## config.mk

```make
export PLATFORM = sky130hd
export DESIGN_NAME = wb_write_arbiter
export DESIGN_NICKNAME = d
export VERILOG_FILES = /design/src/rtl/wb_write_arbiter.sv
export SDC_FILE = /design/constraint.sdc
export NUM_CORES = 1
export LEC_CHECK = 0
export CAP_MARGIN = 0
export CELL_PAD_IN_SITES_DETAIL_PLACEMENT = 2
export CELL_PAD_IN_SITES_GLOBAL_PLACEMENT = 2
export CORE_MARGIN = 1
export CORE_UTILIZATION = 25
export CTS_CLUSTER_DIAMETER = 80
export CTS_CLUSTER_SIZE = 20
export DETAILED_ROUTE_END_ITERATION = 8
export GPL_ROUTABILITY_DRIVEN = 0
export GPL_TIMING_DRIVEN = 0
export PLACE_DENSITY_LB_ADDON = 0.2
export SETUP_SLACK_MARGIN = 0.3
export SYNTH_ARGS = -nofsm -noshare
export SYNTH_HDL_FRONTEND = slang
export SYNTH_SLANG_ARGS = --single-unit
export TNS_END_PERCENT = 1
```

## constraint.sdc

```tcl
create_clock -name clk -period 5.47 [get_ports clk]
set_input_delay 1.094 -clock clk [delete_from_list [all_inputs] [get_ports clk]]
set_output_delay 1.094 -clock clk [all_outputs]
set_load 0.005 [all_outputs]
```

## src/rtl/wb_write_arbiter.sv

```systemverilog
// Register-file write-port arbiter: pipeline writeback wins, long-latency results queue in a FIFO.
// Optional same-cycle lu bypass into an empty FIFO is enabled by defining WBARB_BYPASS_EN.
module wb_write_arbiter #(
    parameter int unsigned DEPTH = 4
) (
    input  logic        clk,
    input  logic        reset,
    input  logic        wb_valid,
    input  logic [4:0]  wb_addr,
    input  logic [63:0] wb_data,
    input  logic        lu_valid,
    output logic        lu_ready,
    input  logic [4:0]  lu_addr,
    input  logic [63:0] lu_data,
    output logic        we3,
    output logic [4:0]  wa3,
    output logic [63:0] wd3,
    output logic [31:0] pend_mask
);
    localparam int unsigned AW = $clog2(DEPTH);
    localparam int unsigned CW = AW + 1;
    localparam logic [4:0]  XZR = 5'd31;

    logic [4:0]       addr_q [DEPTH];
    logic [4:0]       addr_d [DEPTH];
    logic [63:0]      data_q [DEPTH];
    logic [63:0]      data_d [DEPTH];
    logic [DEPTH-1:0] live_q, live_d;
    logic [AW-1:0]    head_q, head_d, tail_q, tail_d;
    logic [CW-1:0]    count_q, count_d;

    logic wb_take, lu_take, not_empty, head_live, bypass, push, pop;

    // Port arbitration and FIFO handshake
    always_comb begin
        wb_take   = wb_valid && (wb_addr != XZR) && !reset;
        not_empty = (count_q != '0);
        lu_ready  = (count_q < CW'(DEPTH)) && !reset;
        lu_take   = lu_valid && lu_ready && (lu_addr != XZR);
`ifdef WBARB_BYPASS_EN
        bypass    = !not_empty && !wb_take && lu_take;
`else
        bypass    = 1'b0;
`endif
        push      = lu_take && !bypass;
        pop       = not_empty && !wb_take && !reset;
        head_live = not_empty && live_q[head_q];

        we3 = 1'b0;
        wa3 = '0;
        wd3 = '0;
        if (wb_take) begin
            we3 = 1'b1;
            wa3 = wb_addr;
            wd3 = wb_data;
        end else if (bypass) begin
            we3 = 1'b1;
            wa3 = lu_addr;
            wd3 = lu_data;
        end else if (head_live && !reset) begin
            we3 = 1'b1;
            wa3 = addr_q[head_q];
            wd3 = data_q[head_q];
        end
    end

    // Live bits are cleared on pop, so only occupied, un-killed entries contribute
    always_comb begin
        pend_mask = '0;
        for (int i = 0; i < DEPTH; i++) begin
            if (live_q[i]) pend_mask[addr_q[i]] = 1'b1;
        end
        if (reset) pend_mask = '0;
    end

    // FIFO next state; a wb write kills older queued writes to the same register
    always_comb begin
        addr_d = addr_q;
        data_d = data_q;
        live_d = live_q;
        for (int i = 0; i < DEPTH; i++) begin
            if (wb_take && (addr_q[i] == wb_addr)) live_d[i] = 1'b0;
        end
        if (pop) live_d[head_q] = 1'b0;
        if (push) begin
            addr_d[tail_q] = lu_addr;
            data_d[tail_q] = lu_data;
            live_d[tail_q] = !(wb_take && (wb_addr == lu_addr));
        end
        head_d  = head_q + AW'(pop);
        tail_d  = tail_q + AW'(push);
        count_d = count_q + CW'(push) - CW'(pop);
    end

    always_ff @(posedge clk) begin
        if (reset) begin
            live_q  <= '0;
            head_q  <= '0;
            tail_q  <= '0;
            count_q <= '0;
        end else begin
            live_q  <= live_d;
            head_q  <= head_d;
            tail_q  <= tail_d;
            count_q <= count_d;
        end
    end

    // Payload storage needs no reset: live bits gate every use
    always_ff @(posedge clk) begin
        addr_q <= addr_d;
        data_q <= data_d;
    end
endmodule

```

### After elaboration in Yosys (flattened, before gate mapping)

Index checks and enable logic that the tools add are counted.

| storage, ports and cells | value |
|---|---|
| ROM bits | 0 |
| flip-flop bits (word level) | 287 |
| bits of input ports | 142 |
| output and inout bits | 103 |
| memory bits (writable) | 0 |
| bits in latches | 0 |
| memories | 0 |

| cells by class | value |
|---|---|
| muxes and demuxes | 44 |
| add/subtract/negate cells | 4 |
| bitwise operators | 7 |
| equal/unequal tests | 7 |
| reductions and logical operators | 25 |
| shifts and indexed selects | 0 |
| multipliers | 0 |
| div/mod/pow operators | 0 |
| order comparisons | 16 |

Operator list:

| kind | number |
|---|---|
| 64-bit two-way mux | 5 |
| 256-bit bitwise mux | 1 |
| 32-bit two-way mux | 5 |
| 64-bit binary-select mux with 2-bit select | 1 |
| 64-bit demux with 2-bit select | 1 |
| 32-bit OR | 3 |
| 5-bit == test | 5 |
| 5-bit two-way mux | 5 |
| 5-bit by 6-bit less-than comparator with 1-bit output (second input constant) | 4 |
| 1-bit logical AND | 21 |
| 20-bit bitwise mux | 1 |
| 1-bit demux with 5-bit select | 4 |
| 5-bit by 1-bit greater-or-equal comparator with 1-bit output (second input constant) | 4 |
| 1-bit two-way mux | 13 |
| 5-bit binary-select mux with 2-bit select | 1 |
| 5-bit demux with 2-bit select | 1 |
| 5-bit != test (second input constant) | 2 |
| 4-bit two-way mux | 2 |
| 3-bit greater-or-equal comparator (second input constant) | 2 |
| 2-bit by 3-bit less-than comparator with 1-bit output (second input constant) | 2 |
| 2-bit inverter with 3-bit output | 2 |
| 2-bit by 1-bit adder with 2-bit output | 2 |
| 4-bit AND | 1 |
| 4-bit bitwise mux | 1 |
| other kinds (10) | 14 |

### Longest topological paths before layout

Gate-level depths: netlist (run 1).

| depth | value |
|---|---|
| word-level depth | 12 |
| depth in mapped cells | 10 |
| gate-level depth less buffers | 8 |

### Least setup slack after synthesis (run 1)

No wires, ideal clock.

| timing path | value |
|---|---|
| path type | input port to output port |
| from | input wb_addr[3] |
| to | output wd3[52] |
| path buffers | 4 |
| arrival | 2.455 ns |
| cell stages on the path | 8 |
| required time | 4.376 ns |
| setup slack | 1.921 ns |
| path through | buf_2 a21boi_0 a211o_1 buf_2 nor3b_4 buf_4 buf_6 a22o_1 |

| between the ends | value |
|---|---|
| word-level cells in the longest chain between the ends | 4 |

Ends and longest elaborated chain:

| what | RTL line | RTL |
|---|---|---|
| from (decl) | 9 | `input logic [4:0] wb_addr,` |
| 5-bit != test | 36 | `wb_take = wb_valid && (wb_addr != XZR) && !reset;` |
| 1-bit logical AND (2 in series) | 36 |  |
| 64-bit two-way mux | 52 | `if (wb_take) begin` |
| to (decl) | 17 | `output logic [63:0] wd3,` |

No other way between the ends.

### Worst setup path in the final report (run 1)

| timing path | value |
|---|---|
| from | input wb_valid |
| to | output wd3[59] |

| between the ends | value |
|---|---|
| word-level cells in the longest chain between the ends | 3 |

Ends and longest elaborated chain:

| what | RTL line | RTL |
|---|---|---|
| from (decl) | 8 | `input logic wb_valid,` |
| 1-bit logical AND (2 in series) | 36 |  |
| 64-bit two-way mux | 52 |  |

No other way between the ends.

==> impl_metrics.csv, run 1 <==
group,metric,value,unit
final_layout,layout_commonest_cell,"edfxtp_1",
clock_tree,insertion_delay,0.53,ns
power_and_ir_drop,powerDensity,305.5,mW/mm2
timing,drv_slew,0,
synth,synth_top_family_by_area,"multiplexers",
floorplan,die_h,227.7,um
synth,syn_inst,757,
routing,totalWireLength,41.32,mm
synth,syn_area_per_cell,16.82,um2
synth,async_reset_ff_share,0,%
synth,synth_edf_count,276,
power_and_ir_drop,vdd_drop_max,0.0002029,V
routing,drc,0,
grt,grt_use_met2,26.26,%
power_and_ir_drop,power_leakage,0.005126,uW
floorplan,fp.dieW,227.7,um
routing,via_per_inst,4.812,
critical_path,start_kind,"input pin",
flow_run,max_cap_viol_count,0,
clock_tree,numCtsBuffers,22,
critical_path,slowest_stage,"clkdlybuf4s50_1",
synth,syn_nets,902,
synth,synth-simple-area-share,5.347,%
routing,drt_pass1_iterations,5,
final_layout,nets,1174,
power_and_ir_drop,power,5156,uW
critical_path,path_cells,"clkdlybuf4s50_1, a21boi_0, a211o_1, buf_2, nor3b_4, buf_12, buf_4, buf_6, a22o_1, clkdlybuf4s50_1",
floorplan,coreArea,0.05017,mm2
clock_tree,cts.sink_count,287,
final_layout,fill_cells,5069,
floorplan,io_pins,245,
critical_path,crit_fanout,10,
timing,slew_headroom,36.02,%
floorplan,die_area,0.05182,mm2
final_layout,regArea,0.008508,mm2
timing,tightest_slew,0.9597,ns
critical_path,critPathMaxStageDelay,0.51,ns
routing,first_iter_violations,375,
floorplan,rows,82,
grt,overflow,0,
timing,rsz0062_at_grt,"no",
synth,synth_mux_area_share,12.38,%
routing,wl_per_cell,24.11,um
clock_tree,htree_levels,1,
critical_path,crit_top_cell,"clkdlybuf4s50_1",
floorplan,start_util,25.37,%
placement,dpl_cell_area,0.01608,mm2
synth,synth_warnings,0,
timing,skew,0.01713,ns
timing,final-setup-viol-count,0,
clock_tree,cts_tree,"built",
grt,grt_max_degree,51,
final_layout,final_cell_mix,"edfxtp_1 (276), clkdlybuf4s50_1 (239), mux4_2 (70)",
synth,ys_seq_elements,287,
critical_path,end_kind,"primary output",
final_layout,drive_gt1_share,13.63,%
final_layout,antenna_cells,0,
final_layout,fin_cells,1714,
timing,finalCriticalPeriod,4.811,ns
synth,synth_flop_cell,"edfxtp_1",
hold_path,hold_class,"flip-flop to flip-flop",
final_layout,final_area,0.01688,mm2
clock_tree,clkTransAtPathRegs,0.07,ns
critical_path,critPathKind,"input pin to primary output",
timing,fmax,207.9,MHz
clock_tree,root_buffer,"clkbuf_16",
synth,yosysUniqueCellTypes,42,
grt,busiest_layer,"met2",
routing,ant_nets,0,
timing,hold_viol,0,
grt,grt_pass1_wl,59.65,mm
synth,synthAdderAreaFrac,0.3538,%
grt,first_global_vias,8861,
critical_path,required,4.38,ns
final_layout,syn2layout_area_growth,32.59,%
grt,antenna_found_initial,6,
final_layout,multiInputGateArea,0.003911,mm2
timing,period_share,87.95,%
placement,dpl.hpwl,28.55,mm
synth,synth-xor-area-share,2.064,%
synth,synth-compound-area-share,10.48,%
routing,vias,8248,
grt,grt.total_usage,15.75,%
placement,port_buffers,239,
synth,synth-seq-area-share,66.84,%
placement,dp_cells,1672,
synth,syn_area,0.01273,mm2
grt,use_met3,3.535,%
critical_path,cp_data_arrival_time,3.72,ns
grt,grt_util_met1,21.05,%
status,outcome,"finished clean",
clock_tree,cts_max_path_buffers,3,
-- path summary, 6_finish.rpt --
check                           startpoint          to  slack, ns  cells past startpoint
worst min-delay path             tail_q[1]   tail_q[1]       0.60                      2
worst max register to register  count_q[2]  count_q[2]       3.03                     10
worst min register to register   tail_q[1]   tail_q[1]       0.60                      2
worst max-delay path              wb_valid     wd3[59]       0.66                     10
-- repair_timing --
| item | CTS | global route |
|---|---|---|
| hold buffers | 0 | 0 |
| endpoints found under the setup margin | 69 | 0 |
| resized for setup | 2 | 0 |
| buffers inserted | 4 | 0 |
-- cell type report --
type	instances	area share [%]
repair buffers	248	15.18
plain buffers	63	1.668
multi-input cells	396	23.17
clock buffers	26	3.477
well taps	672	4.981
inverters	11	0.3039
flip-flops and latches	287	50.41
clock inverters	11	0.8080
-- stage by stage --
stage | TNS (ns) | setup slack [ns] | util (%) | hold slack, ns
after floorplan | 0 | 1.921 | - | 0.5317
final | 0 | 0.6592 | 33.64 | 0.5978
after detailed placement | -3.779 | -0.3843 | 32.06 | 0.5855
after global placement | -85.65 | -0.4394 | 31.82 | 0.5639
after global routing | 0 | 0.4927 | 33.64 | 0.6588
after CTS | 0 | 0.6200 | 33.62 | 0.5960
-- report_power, final --
group	internal, uW	switching, uW
registers	2510	33.3
clock network	845	814
logic	493	459
total	3850	1310
-- worst max-delay path: cells and delay by family --
family,cells,cell delay [ns]
AOI/OAI and AO/OA,3,0.59
and+or+nand+nor,1,0.25
buffers and inverters,6,1.77
-- Yosys cell counts, drive strengths merged (5+ instances only) --
library cell,number,area (um2)
edfxtp,276,8288
mux4,70,1577
a22o,69,604.3
clkbuf,38,142.6
a22oi,34,255.2
nor2,32,120.1
xnor2,28,245.2
buf,25,138.9
a21oi,22,110.1
o22ai,18,112.6
nor3b,17,138.9
nand2,16,60.06
a221oi,14,122.6
nand3b,12,90.09
dfxtp,11,220.2
inv,11,41.29
nand3,11,55.05
and3,7,43.79
and3b,6,52.55
nor3,5,25.02
o211ai,5,37.54
-- cell families after synthesis --
kind of cell	after synthesis
xor gates and xnor gates	30
AOI/OAI and AO/OA	174
DFF	287
adders and majority gates	3
muxes	70
and+or+nand+nor	119
buffers and inverters	74
-- sequential cells by signal, indices dropped and copies added, names as in the netlist --
register and cells:
head_q 2, count_q 3, addr_q 20, tail_q 2, data_q 256, live_q 4
-- routing by layer --
metal  vias up  wire length (um)
li1       3685                 -
met1      4308             18130
met2       200             20250
met3        43              2360
met4        12               502
met5         -                79
Note: power is estimated with default switching activity, not from simulation.
==> run 2, diff against run 1 <==
--- a/config.mk
+++ b/config.mk
@@ -16,7 +16,6 @@
 export GPL_ROUTABILITY_DRIVEN = 0
 export GPL_TIMING_DRIVEN = 0
 export PLACE_DENSITY_LB_ADDON = 0.2
-export SETUP_SLACK_MARGIN = 0.3
 export SYNTH_ARGS = -nofsm -noshare
 export SYNTH_HDL_FRONTEND = slang
 export SYNTH_SLANG_ARGS = --single-unit
==> run 2 against run 1 <==
Effect of this change:
- wire length down 0.23%
- final area down 0.33%
- global-route usage about the same
- register-to-register slack about the same
- die area unchanged
- fmax down 7.2%
- largest cell class unchanged
- largest power group unchanged
- highest routed layer unchanged
==> impl_metrics.csv, run 2 (synthesis results as in run 1) <==
group,metric,value,unit
critical_path,required,4.38,ns
final_layout,layout_commonest_cell,"edfxtp_1",
grt,grt_max_degree,51,
clock_tree,numCtsBuffers,22,
critical_path,cp_data_arrival_time,4.09,ns
final_layout,largest_reg_flops,256,
timing,slew_headroom,34.90,%
critical_path,r2r_cells,10,
timing,hold_slack,0.5979,ns
critical_path,start_kind,"input pin",
floorplan,start_util,25.37,%
final_layout,final_cell_mix,"edfxtp_1 (276), clkdlybuf4s50_1 (239), mux4_2 (70)",
clock_tree,cts_max_path_buffers,3,
grt,first_global_vias,8861,
critical_path,r2r_slack,3.04,ns
timing,finalCriticalPeriod,5.185,ns
clock_tree,cts_hold_buf,0,
grt,antenna_found_initial,6,
critical_path,critPathKind,"input pin to primary output",
timing,skew,0.02197,ns
final_layout,fin_util,33.53,%
routing,drt_pass1_iterations,5,
routing,via_per_inst,4.811,
power_and_ir_drop,vdd_drop_max,0.0002044,V
timing,tightest_slew,0.9765,ns
placement,dpl.hpwl,28.55,mm
clock_tree,clkTransAtPathRegs,0.07,ns
clock_tree,cts.sink_count,287,
grt,grt.total_usage,15.72,%
timing,hold_viol,0,
critical_path,end_kind,"primary output",
floorplan,die_area,0.05182,mm2
routing,drc,0,
floorplan,die_h,227.7,um
clock_tree,cts_tree,"built",
placement,dpl_cell_area,0.01608,mm2
floorplan,fp.dieW,227.7,um
clock_tree,insertion_delay,0.53,ns
critical_path,crit_fanout,10,
timing,drv_slew,0,
routing,first_iter_violations,389,
power_and_ir_drop,power_leakage,0.005100,uW
clock_tree,htree_levels,1,
final_layout,regArea,0.008508,mm2
final_layout,multiInputGateArea,0.003911,mm2
floorplan,io_pins,245,
floorplan,coreArea,0.05017,mm2
floorplan,rows,82,
clock_tree,root_buffer,"clkbuf_16",
grt,grt_pass1_wl,59.53,mm
grt,overflow,0,
timing,final-setup-viol-count,0,
flow_run,max_cap_viol_count,0,
placement,port_buffers,239,
routing,vias,8226,
power_and_ir_drop,powerDensity,306.1,mW/mm2
status,outcome,"finished clean",
hold_path,hold_class,"flip-flop to flip-flop",
power_and_ir_drop,power,5150,uW
hold_path,holdPathStages,2,
final_layout,largest_register,"data_q",
final_layout,syn2layout_area_growth,32.16,%
final_layout,nets,1170,
routing,wl_per_cell,24.11,um
final_layout,antenna_cells,0,
routing,ant_nets,0,
timing,rsz0062_at_grt,"no",
timing,period_share,94.79,%
final_layout,fill_cells,5071,
final_layout,top_regs,"data_q: 256 flops, addr_q: 20 flops, live_q: 4 flops",
routing,totalWireLength,41.22,mm
timing,fmax,192.9,MHz
final_layout,final_area,0.01682,mm2
timing,setup_tns,0,ns
final_layout,drive_gt1_share,13.29,%
-- run 2: changes by cell type in the layout (fill, tap and decap cells not counted), sizes merged --
cell / change
buf: -4
-- run 2: area by class of cell --
cell class	instances	share of cell area (%)
Sequential cell	287	50.57
Multi-Input combinational cell	396	23.25
Timing Repair Buffer	244	14.90
Tap cell	672	4.998
Clock buffer	26	3.488
Buffer	63	1.673
Clock inverter	11	0.8107
Inverter	11	0.3049
-- run 2: per-stage QoR --
stage | setup slack, ns | instances
after floorplan | 1.921 | 757
after global placement | -0.4394 | 1668
after detailed placement | -0.3843 | 1672
after CTS | 0.02786 | 1709
after global routing | 0.1473 | 1710
final | 0.2852 | 1710
-- run 2: final timing paths --
check	to	start
worst max-delay path	wd3[2]	wb_valid
worst min register to register	tail_q[1]	tail_q[1]
worst max register to register	count_q[2]	count_q[2]
worst min-delay path	tail_q[1]	tail_q[1]
-- run 2: timing repair --
action,in CTS,in global routing
setup endpoints to repair,12,10
cloned,0,0
buffers inserted,0,0
resized for setup,1,1
-- run 2: metal layers --
layer,vias up,share of wire [%],track usage (%)
met5,-,0.19,0
met1,4284,43,20.81
li1,3675,-,-
met4,12,1.5,3.399
met2,206,49,26.11
met3,49,5.9,3.715
-- run 2: worst max-delay path, cell delays in order --
cell,delay [ns]
clkdlybuf4s50_1,0.49
a21boi_0,0.16
a211o_1,0.29
buf_2,0.18
nor3b_4,0.66
buf_2,0.41
a22o_1,0.17
clkdlybuf4s50_1,0.62
-- run 2: where the power goes --
group	internal (uW)	switching, uW
Sequential	2510	33.7
Clock	845	814
Combinational	489	457
Total	3850	1300
==> run 3, diff against run 2 <==
--- a/config.mk
+++ b/config.mk
@@ -8,9 +8,8 @@
 export CAP_MARGIN = 0
 export CELL_PAD_IN_SITES_DETAIL_PLACEMENT = 2
 export CELL_PAD_IN_SITES_GLOBAL_PLACEMENT = 2
-export CORE_MARGIN = 1
+export CORE_MARGIN = 2
 export CORE_UTILIZATION = 25
-export CTS_CLUSTER_DIAMETER = 80
 export CTS_CLUSTER_SIZE = 20
 export DETAILED_ROUTE_END_ITERATION = 8
 export GPL_ROUTABILITY_DRIVEN = 0
==> run 3 against run 2 <==
Effect of this change:
- combinational power about the same
- largest cell class unchanged
- critical path type unchanged
- critical endpoint is now wd3[55]
- first-iteration DRC count down 3.1%
- wire length down 0.56%
- total power up 12%
- core utilization up 0.77 points
==> impl_metrics.csv, run 3 (synthesis results as in run 1) <==
group,metric,value,unit
status,outcome,"finished clean",
clock_tree,root_buffer,"clkbuf_16",
final_layout,final_area,0.01721,mm2
clock_tree,cts_max_path_buffers,3,
critical_path,required,4.38,ns
timing,period_share,95.72,%
critical_path,cp_data_arrival_time,4.14,ns
timing,skew,0.01517,ns
final_layout,antenna_cells,0,
grt,grt_max_degree,50,
timing,drv_slew,0,
final_layout,fin_util,34.30,%
timing,final-setup-viol-count,0,
placement,dpl_cell_area,0.01609,mm2
timing,slew_headroom,6.776,%
power_and_ir_drop,power,5765,uW
power_and_ir_drop,vdd_drop_max,0.0002330,V
clock_tree,numCtsBuffers,34,
routing,totalWireLength,40.99,mm
routing,first_iter_violations,377,
routing,via_per_inst,4.788,
grt,overflow,0,
final_layout,largest_reg_flops,256,
critical_path,start_kind,"input pin",
clock_tree,cts_tree,"built",
final_layout,nets,1181,
clock_tree,insertion_delay,0.52,ns
final_layout,top_regs,"data_q: 256 flops, addr_q: 20 flops, live_q: 4 flops",
clock_tree,post-cts-setup-buffer-count,0,
hold_path,hold_class,"flip-flop to flip-flop",
critical_path,critPathKind,"input pin to primary output",
clock_tree,cts.sink_count,287,
clock_tree,clkTransAtPathRegs,0.06,ns
timing,tightest_slew,1.395,ns
floorplan,start_util,25.37,%
power_and_ir_drop,switching_share,23.76,%
routing,ant_nets,0,
floorplan,coreArea,0.05017,mm2
routing,wl_per_cell,23.69,um
grt,antenna_found_initial,7,
power_and_ir_drop,clkPwrFrac,39.3,%
power_and_ir_drop,sequentialPowerShare,44.2,%
final_layout,layout_commonest_cell,"edfxtp_1",
power_and_ir_drop,switchingPower,1370,uW
routing,drt_pass1_iterations,4,
routing,drc,0,
grt,grt.total_usage,15.36,%
power_and_ir_drop,combPwrFrac,16.4,%
timing,hold_viol,0,
final_layout,final_cell_mix,"edfxtp_1 (276), clkdlybuf4s50_1 (239), mux4_2 (70)",
timing,finalCriticalPeriod,5.236,ns
final_layout,syn2layout_area_growth,35.19,%
clock_tree,htree_levels,2,
floorplan,fp.dieW,229.7,um
clock_tree,cts_resized,1,
grt,grt_pass1_wl,60.94,mm
placement,port_buffers,239,
power_and_ir_drop,powerDensity,335.0,mW/mm2
routing,vias,8283,
final_layout,largest_register,"data_q",
timing,rsz0062_at_grt,"no",
clock_tree,cts_hold_buf,0,
floorplan,rows,82,
placement,dpl.hpwl,28.29,mm
timing,fmax,191.0,MHz
power_and_ir_drop,internal_power,4395,uW
floorplan,io_pins,245,
floorplan,die_area,0.05274,mm2
power_and_ir_drop,power_leakage,0.005288,uW
grt,first_global_vias,9330,
flow_run,max_cap_viol_count,0,
final_layout,drive_gt1_share,14.08,%
critical_path,end_kind,"primary output",
critical_path,crit_fanout,10,
floorplan,die_h,229.7,um
## run 3: final timing paths
| kind | endpoint | depth (start not counted) | from | slack (ns) |
|---|---|---|---|---|
| worst max-delay path | wd3[55] | 9 | wb_valid | 0.23 |
| worst min-delay path | tail_q[1] | 2 | tail_q[1] | 0.60 |
| worst min register to register | tail_q[1] | 2 | tail_q[1] | 0.60 |
| worst max register to register | count_q[2] | 10 | count_q[2] | 3.13 |
## run 3: final cells by class
type,count,area [um2]
buffer,63,281.5
clock buffer,45,933.4
clock inverter,13,185.2
fill,5026,32960
inverter,11,51.30
multi-input combinational,396,3906
sequential,287,8508
tap,672,840.8
timing repair buffer,243,2502
## run 3: per-layer routing
metal,global-route usage [%],vias up,part of all wire [%]
met2,26.47,209,50
met5,0,-,0.11
met1,19.27,4291,42
met4,4.038,8,2.1
li1,-,3710,-
met3,3.708,65,5.6
## run 3: power groups by stage
| stage | combinational, uW | sequential (uW) | clock (uW) |
|---|---|---|---|
| 2_1_floorplan | 551 | 2590 | 0 |
| 3_3_place_gp | 958 | 2600 | 0 |
| 3_5_place_dp | 977 | 2600 | 0 |
| 4_1_cts | 981 | 2550 | 2340 |
| 5_1_grt | 1030 | 2560 | 2420 |
| 6_report | 947 | 2550 | 2270 |
## run 3: metrics by stage
step	TNS [ns]	std cells	setup WS, ns	hold slack [ns]
detailed placement	-0.5649	1672	-0.07052	0.5869
CTS	0	1730	0.08268	0.5982
global route	0	1730	0.03907	0.6385
finish	0	1730	0.2339	0.5967
floorplan	0	757	1.921	0.5317
global placement	-101.42	1668	-0.5396	0.5648
## run 3: critical path: stages
cell,delay (ns)
clkdlybuf4s50_1,0.50
a21boi_0,0.17
a211o_1,0.28
buf_2,0.19
nor3b_4,0.70
buf_4,0.37
buf_6,0.18
a22o_1,0.13
clkdlybuf4s50_1,0.50
